**config.mk**
```make
export PLATFORM = sky130hd
export DESIGN_NAME = piso_serializer
export DESIGN_NICKNAME = d
export VERILOG_FILES = /design/src/rtl/piso_pkg.sv /design/src/rtl/piso_serializer.sv
export SDC_FILE = /design/constraint.sdc
export NUM_CORES = 1
export LEC_CHECK = 0
export CAP_MARGIN = 20
export CORE_MARGIN = 2
export CORE_UTILIZATION = 42
export DETAILED_ROUTE_END_ITERATION = 12
export HOLD_SLACK_MARGIN = 0.06
export PLACE_DENSITY = 0.78
export RECOVER_POWER = 25
export SKIP_CTS_REPAIR_TIMING = 1
export SLEW_MARGIN = 20
export SYNTH_ARGS = -nofsm -noshare
export SYNTH_HDL_FRONTEND = slang
export SYNTH_SLANG_ARGS = --single-unit
```
**constraint.sdc**
```tcl
create_clock -name clk -period 1.45 [get_ports clk]
set_input_delay 0.145 -clock clk [delete_from_list [all_inputs] [get_ports clk]]
set_output_delay 0.145 -clock clk [all_outputs]
set_load 0.005 [all_outputs]
```
**src/rtl/piso_pkg.sv**
```systemverilog
// Shared types for the parallel-in, serial-out serializer.
package piso_pkg;

  typedef enum logic {IDLE, SHIFT} piso_state_t;

endpackage

```
**src/rtl/piso_serializer.sv**
```systemverilog
// Parallel-in, serial-out shift register with valid/ready word intake and
// strobe-paced bit output framed by sout_valid / sout_last.
module piso_serializer
  import piso_pkg::*;
#(
  parameter int WIDTH     = 8,
  parameter bit MSB_FIRST = 1'b1
) (
  input  logic             clk,
  input  logic             rst_n,
  input  logic             shift_en,
  input  logic [WIDTH-1:0] din,
  input  logic             din_valid,
  output logic             din_ready,
  output logic             sout,
  output logic             sout_valid,
  output logic             sout_last,
  output logic             busy
);

  localparam int CNT_W = $clog2(WIDTH);
  localparam logic [CNT_W-1:0] CNT_LAST = CNT_W'(WIDTH - 1);

  piso_state_t      state, state_nxt;
  logic [WIDTH-1:0] sreg, sreg_nxt;
  logic [CNT_W-1:0] cnt, cnt_nxt;
  logic             sout_nxt;
  logic             accept;

  // The output-end bit of sreg is always the bit currently on sout.
  function automatic logic first_bit(input logic [WIDTH-1:0] word);
    return MSB_FIRST ? word[WIDTH-1] : word[0];
  endfunction

  function automatic logic next_bit(input logic [WIDTH-1:0] word);
    return MSB_FIRST ? word[WIDTH-2] : word[1];
  endfunction

  function automatic logic [WIDTH-1:0] shift_word(input logic [WIDTH-1:0] word);
    return MSB_FIRST ? {word[WIDTH-2:0], 1'b0} : {1'b0, word[WIDTH-1:1]};
  endfunction

  assign sout_valid = (state == SHIFT);
  assign sout_last  = sout_valid && (cnt == CNT_LAST);
  assign busy       = sout_valid;
  assign din_ready  = (state == IDLE) || (sout_last && shift_en);
  assign accept     = din_valid && din_ready;

  always_ff @(posedge clk or negedge rst_n) begin
    if (!rst_n) begin
      state <= IDLE;
      sreg  <= '0;
      cnt   <= '0;
      sout  <= 1'b0;
    end else begin
      state <= state_nxt;
      sreg  <= sreg_nxt;
      cnt   <= cnt_nxt;
      sout  <= sout_nxt;
    end
  end

  always_comb begin
    state_nxt = state;
    sreg_nxt  = sreg;
    cnt_nxt   = cnt;
    sout_nxt  = sout;
    if (accept) begin
      // Also covers the no-bubble reload on the last bit of a word.
      state_nxt = SHIFT;
      sreg_nxt  = din;
      cnt_nxt   = '0;
      sout_nxt  = first_bit(din);
    end else if (state == SHIFT && shift_en) begin
      if (cnt != CNT_LAST) begin
        sreg_nxt = shift_word(sreg);
        cnt_nxt  = cnt + 1'b1;
        sout_nxt = next_bit(sreg);
      end else begin
        state_nxt = IDLE;
        sout_nxt  = 1'b0;
      end
    end
  end

endmodule

```
== Word level (Yosys, flattened, before mapping) ==
Cells that the tools add are included.
Widths: inputs -> output; s select.

* Register bits: 12
* Bits in latches: 0
* RAM bits: 0
* ROM bits: 0
* Input bits: 12
* Memories kept: 0

* Add/subtract/negate cells: 1
* Multipliers: 0
* Divide/modulo/power cells: 0
* $lt $le $gt $ge: 0
* Equal/unequal tests: 3
* Shift operators: 0
* Muxes and demuxes: 12
* Bitwise logic cells: 1
* Reduce and logical (&&, ||, !) cells: 9

{| class="wikitable"
|+ Operators by type and width
! operator !! count
|-
| $mux 7 || 3
|-
| $mux 3 || 3
|-
| $mux 1 || 6
|-
| $logic_and 1x1->1 || 4
|-
| $reduce_and 2->1 || 2
|-
| $reduce_bool 2->1 || 2
|-
| $add 3x1->3 const B || 1
|-
| $eq 3x3->1 const B || 1
|-
| $ne 3x3->1 const B || 1
|-
| $ne 2x2->1 const B || 1
|-
| $logic_or 1x1->1 || 1
|-
| $not 1->1 || 1
|}

== Longest topological paths before layout ==
* Word-level depth: 7
* Mapped depth: 6

== Worst setup path before layout ==
Ideal clock, no wire load.

* Kind: reg-to-reg
* Start point: register cnt[0]
* End point: register sreg[2]
* Setup time: 0.126 ns
* Arrival: 1.406 ns
* Setup slack: -0.082 ns
* Stages on the path, launching flop included: 6
* Period minus slack after synthesis: 1.532 ns
* Cells stage by stage: dfrtp_1 > ha_1 > ha_1 > a21boi_2 > nor2_1 > a221o_1

* Cells in the longest elaborated chain, start to end: 7
* Elaborated cells between the ends (all ways): 10

{| class="wikitable"
|+ RTL lines
! element !! line !! RTL
|-
| start, declared || piso_serializer.sv:26 || <nowiki>logic [CNT_W-1:0] cnt, cnt_nxt;</nowiki>
|-
| start signal, assigned || piso_serializer.sv:58 || <nowiki>cnt <= cnt_nxt;</nowiki>
|-
| $eq 3x3->1 || piso_serializer.sv:44 || <nowiki>assign sout_last = sout_valid && (cnt == CNT_LAST);</nowiki>
|-
| $logic_and 1x1->1 || piso_serializer.sv:44 ||
|-
| $logic_and 1x1->1 || piso_serializer.sv:46 || <nowiki>assign din_ready = (state == IDLE) || (sout_last && shift_en);</nowiki>
|-
| $logic_or 1x1->1 || piso_serializer.sv:46 ||
|-
| $logic_and 1x1->1 || piso_serializer.sv:47 || <nowiki>assign accept = din_valid && din_ready;</nowiki>
|-
| $reduce_bool 2->1 (no source line) || -- ||
|-
| $reduce_and 2->1 (no source line) || -- ||
|-
| end signal, assigned || piso_serializer.sv:57 || <nowiki>sreg <= sreg_nxt;</nowiki>
|-
| end, declared || piso_serializer.sv:25 || <nowiki>logic [WIDTH-1:0] sreg, sreg_nxt;</nowiki>
|}

Several ways; a longest one is shown, not always the timed one.
A chain may end at the register's enable or synchronous reset.

== Final worst setup path ==
* Start point: register cnt[0]
* End point: register sreg[3]

Same word-level chain as after synthesis.

==> results.ini <==
[critical_path]
max_stage_delay_ns=0.36
reg2regPathDepth=6
worstPathMaxFanout=5
worstSetupEndpoint=sreg[3]$_DFFE_PN0P_
cp-start-kind=register
rrSetupSlack_ns=-0.07
end_kind=register
worstSetupPathType=register to register
crit_required_ns=1.61
r2r_start=cnt[0]$_DFFE_PN0P_
crit_chain=ha_2 > ha_4 > buf_6 > nor2b_4 > a22o_1 > a221o_1
r2r_end=sreg[3]$_DFFE_PN0P_
startpoint=cnt[0]$_DFFE_PN0P_
slowest_stage=dfrtp_1
cp.arrival_ns=1.68

[synthesis]
synth_compound_area_share_pct=29.6
synth_top_area_share_pct=42.6
synth_area_leaders=dfrtp_1 (43%), a22o_1 (14%), a221o_1 (8.5%)
synth-simple-area-share_pct=11.9
ys_seq_area_share_pct=42.6
ys_ff_latch=12
synth_top_family_by_area=compound AO/OA/AOI/OAI gates
ys_types=24
synth_nets=81
synth.avg_cell_area_um2=10.5
synth_warnings=0
syn_inst=67
async_flop_share_pct=100
synth_area_um2=706
synth_fa_ha_area_share_pct=3.55
synth_edf_count=0
synth.area.mux_share_pct=4.43
synth-xor-area-share_pct=0
synth.largest_area_cell=dfrtp_1
synthFlopType=dfrtp_1

[sta]
finalCriticalPeriod_ns=1.52
slew_headroom_pct=62.4
setup_violations=9
drv_slew=0
fin_skew_ns=0.00970
hold_ws_ns=0.285
worst_pin_slew_ns=0.562
hold_viol_final=0
rsz0062_at_grt=true
setup_slack_ns=-0.0706
fin_crit_sh_pct=105
max_freq_ghz=0.658

[floorplanning]
io_pins=17
dieArea_um2=2020
initial_core_util_pct=45.8
std_cell_rows=14
die_w_um=45.0
die_y_um=45.0
core_um2=1540

[job]
cap_violations=0

[global_route]
grt_max_degree=13
grt_pass1_vias=532
grt_use_total_pct=17.5
grt_overflow=0
antenna_found_initial=0
grt_pass1_wl_mm=2.39

[layout]
area_growth_pct=45.2
mostFrequentLayoutCell=clkdlybuf4s50_1
antenna_cells=0
nets=111
drive_above_1_share_pct=34.4
final_util_pct=66.5
mostFrequentLayoutCells=clkdlybuf4s50_1 (13), buf_4 (12), a22o_1 (11), dfrtp_1 (11), nor2_1 (7)

[detailed_routing]
drc_errors=0
wirelength_mm=1.65
antenna_left=0
firstDrtPassIters=4
detail_route.wl_per_cell_um=14.7
vias=625
viasPerCell=5.58
drt_iter0_markers=12

[clock_tree]
root_buffer=clkbuf_4
htree_levels=1
cts_sinks=12
ctsLongestPathBuffers=2
cts_buffers=3
cts_tree=done
clk_pin_slew_ns=0.08
clock_latency_ns=0.28

[placed_design]
port_buffers=16
place.gp.congestion=0.749
dp_hpwl_mm=1.08
place_ws_ns=-0.0893

[hold_path]
hold_class=input pin to async pin

[pwr]
ir_drop_mv=0.885
pwr_density_cell_nw_per_um2=1410
p_leak_uw=0.000483

[outcome]
violations=negative setup slack
status=complete, but fails checks

[cells by family after synthesis]
kind of cell	Yosys count
AO/OA/AOI/OAI	24
adder cells (fa/ha/maj)	2
buffers and inverters	9
flip-flops	12
multiplexers	3
AND/OR/NAND/NOR	17
[worst min path at each step]
| stage | start | to | slack, ns | cells past startpoint |
|---|---|---|---|---|
| after CTS | rst_n | cnt[1]$_DFFE_PN0P_ | 0.24 | 1 |
| after floorplan | rst_n | busy$_DFFE_PN0P_ | -0.15 | 0 |
| after global placement | rst_n | cnt[0]$_DFFE_PN0P_ | 0.53 | 1 |
| after detailed placement | sreg[4]$_DFFE_PN0P_ | sreg[4]$_DFFE_PN0P_ | 0.53 | 1 |
| after global routing | rst_n | cnt[0]$_DFFE_PN0P_ | 0.34 | 1 |
| final | rst_n | cnt[1]$_DFFE_PN0P_ | 0.29 | 1 |
[where the power goes]
| part | total, uW | switching [uW] | leakage, uW | internal [uW] |
|---|---|---|---|---|
| registers | 552 | 101 | 0.000153 | 452 |
| clock network | 270 | 117 | 0.0000210 | 153 |
| logic | 622 | 229 | 0.000309 | 393 |
| total | 1440 | 446 | 0.000483 | 997 |
[final cells by class]
cell class	count	area, um2
tap	16	20.0
fill	132	517
sequential	12	302
multi-input combinational	47	393
timing repair buffer	30	263
clock buffer	4	36.3
inverter	3	11.3
[sequential cells by signal, summed over array words and instances (netlist names)]
name	count
busy	1
sout	1
sreg	7
cnt	3
[worst max-delay path: cells and delay by family, from the launching register on]
kind	cells	cell delay, ns
compound gates	2	0.50
flops	1	0.36
fa+ha+maj	2	0.36
buf+inv	1	0.12
simple gates	1	0.05
[per-layer routing]
layer,track usage [%],wire length (um)
met1,23.0,754
met2,24.9,783
met3,7.20,77
met4,8.82,31
met5,0,0
[stage by stage]
stage                TNS, ns  power [uW]  cell area, um2  std cells
floorplan           -0.00722         902             728         67
global placement      -0.478        1110             931        102
detailed placement    -0.737        1120             931        102
CTS                    -1.75        1400             967        106
global route           -1.06        1540            1020        112
finish                -0.385        1440            1020        112
[synthesized netlist by cell type, drive strengths merged, types with 2 or more instances]
cell	n
dfrtp	12
a22o	11
nor2	7
a221o	6
buf	6
nand2	6
inv	3
a21oi	2
ha	2
mux2i	2
Power figures use the tool's default switching activity.
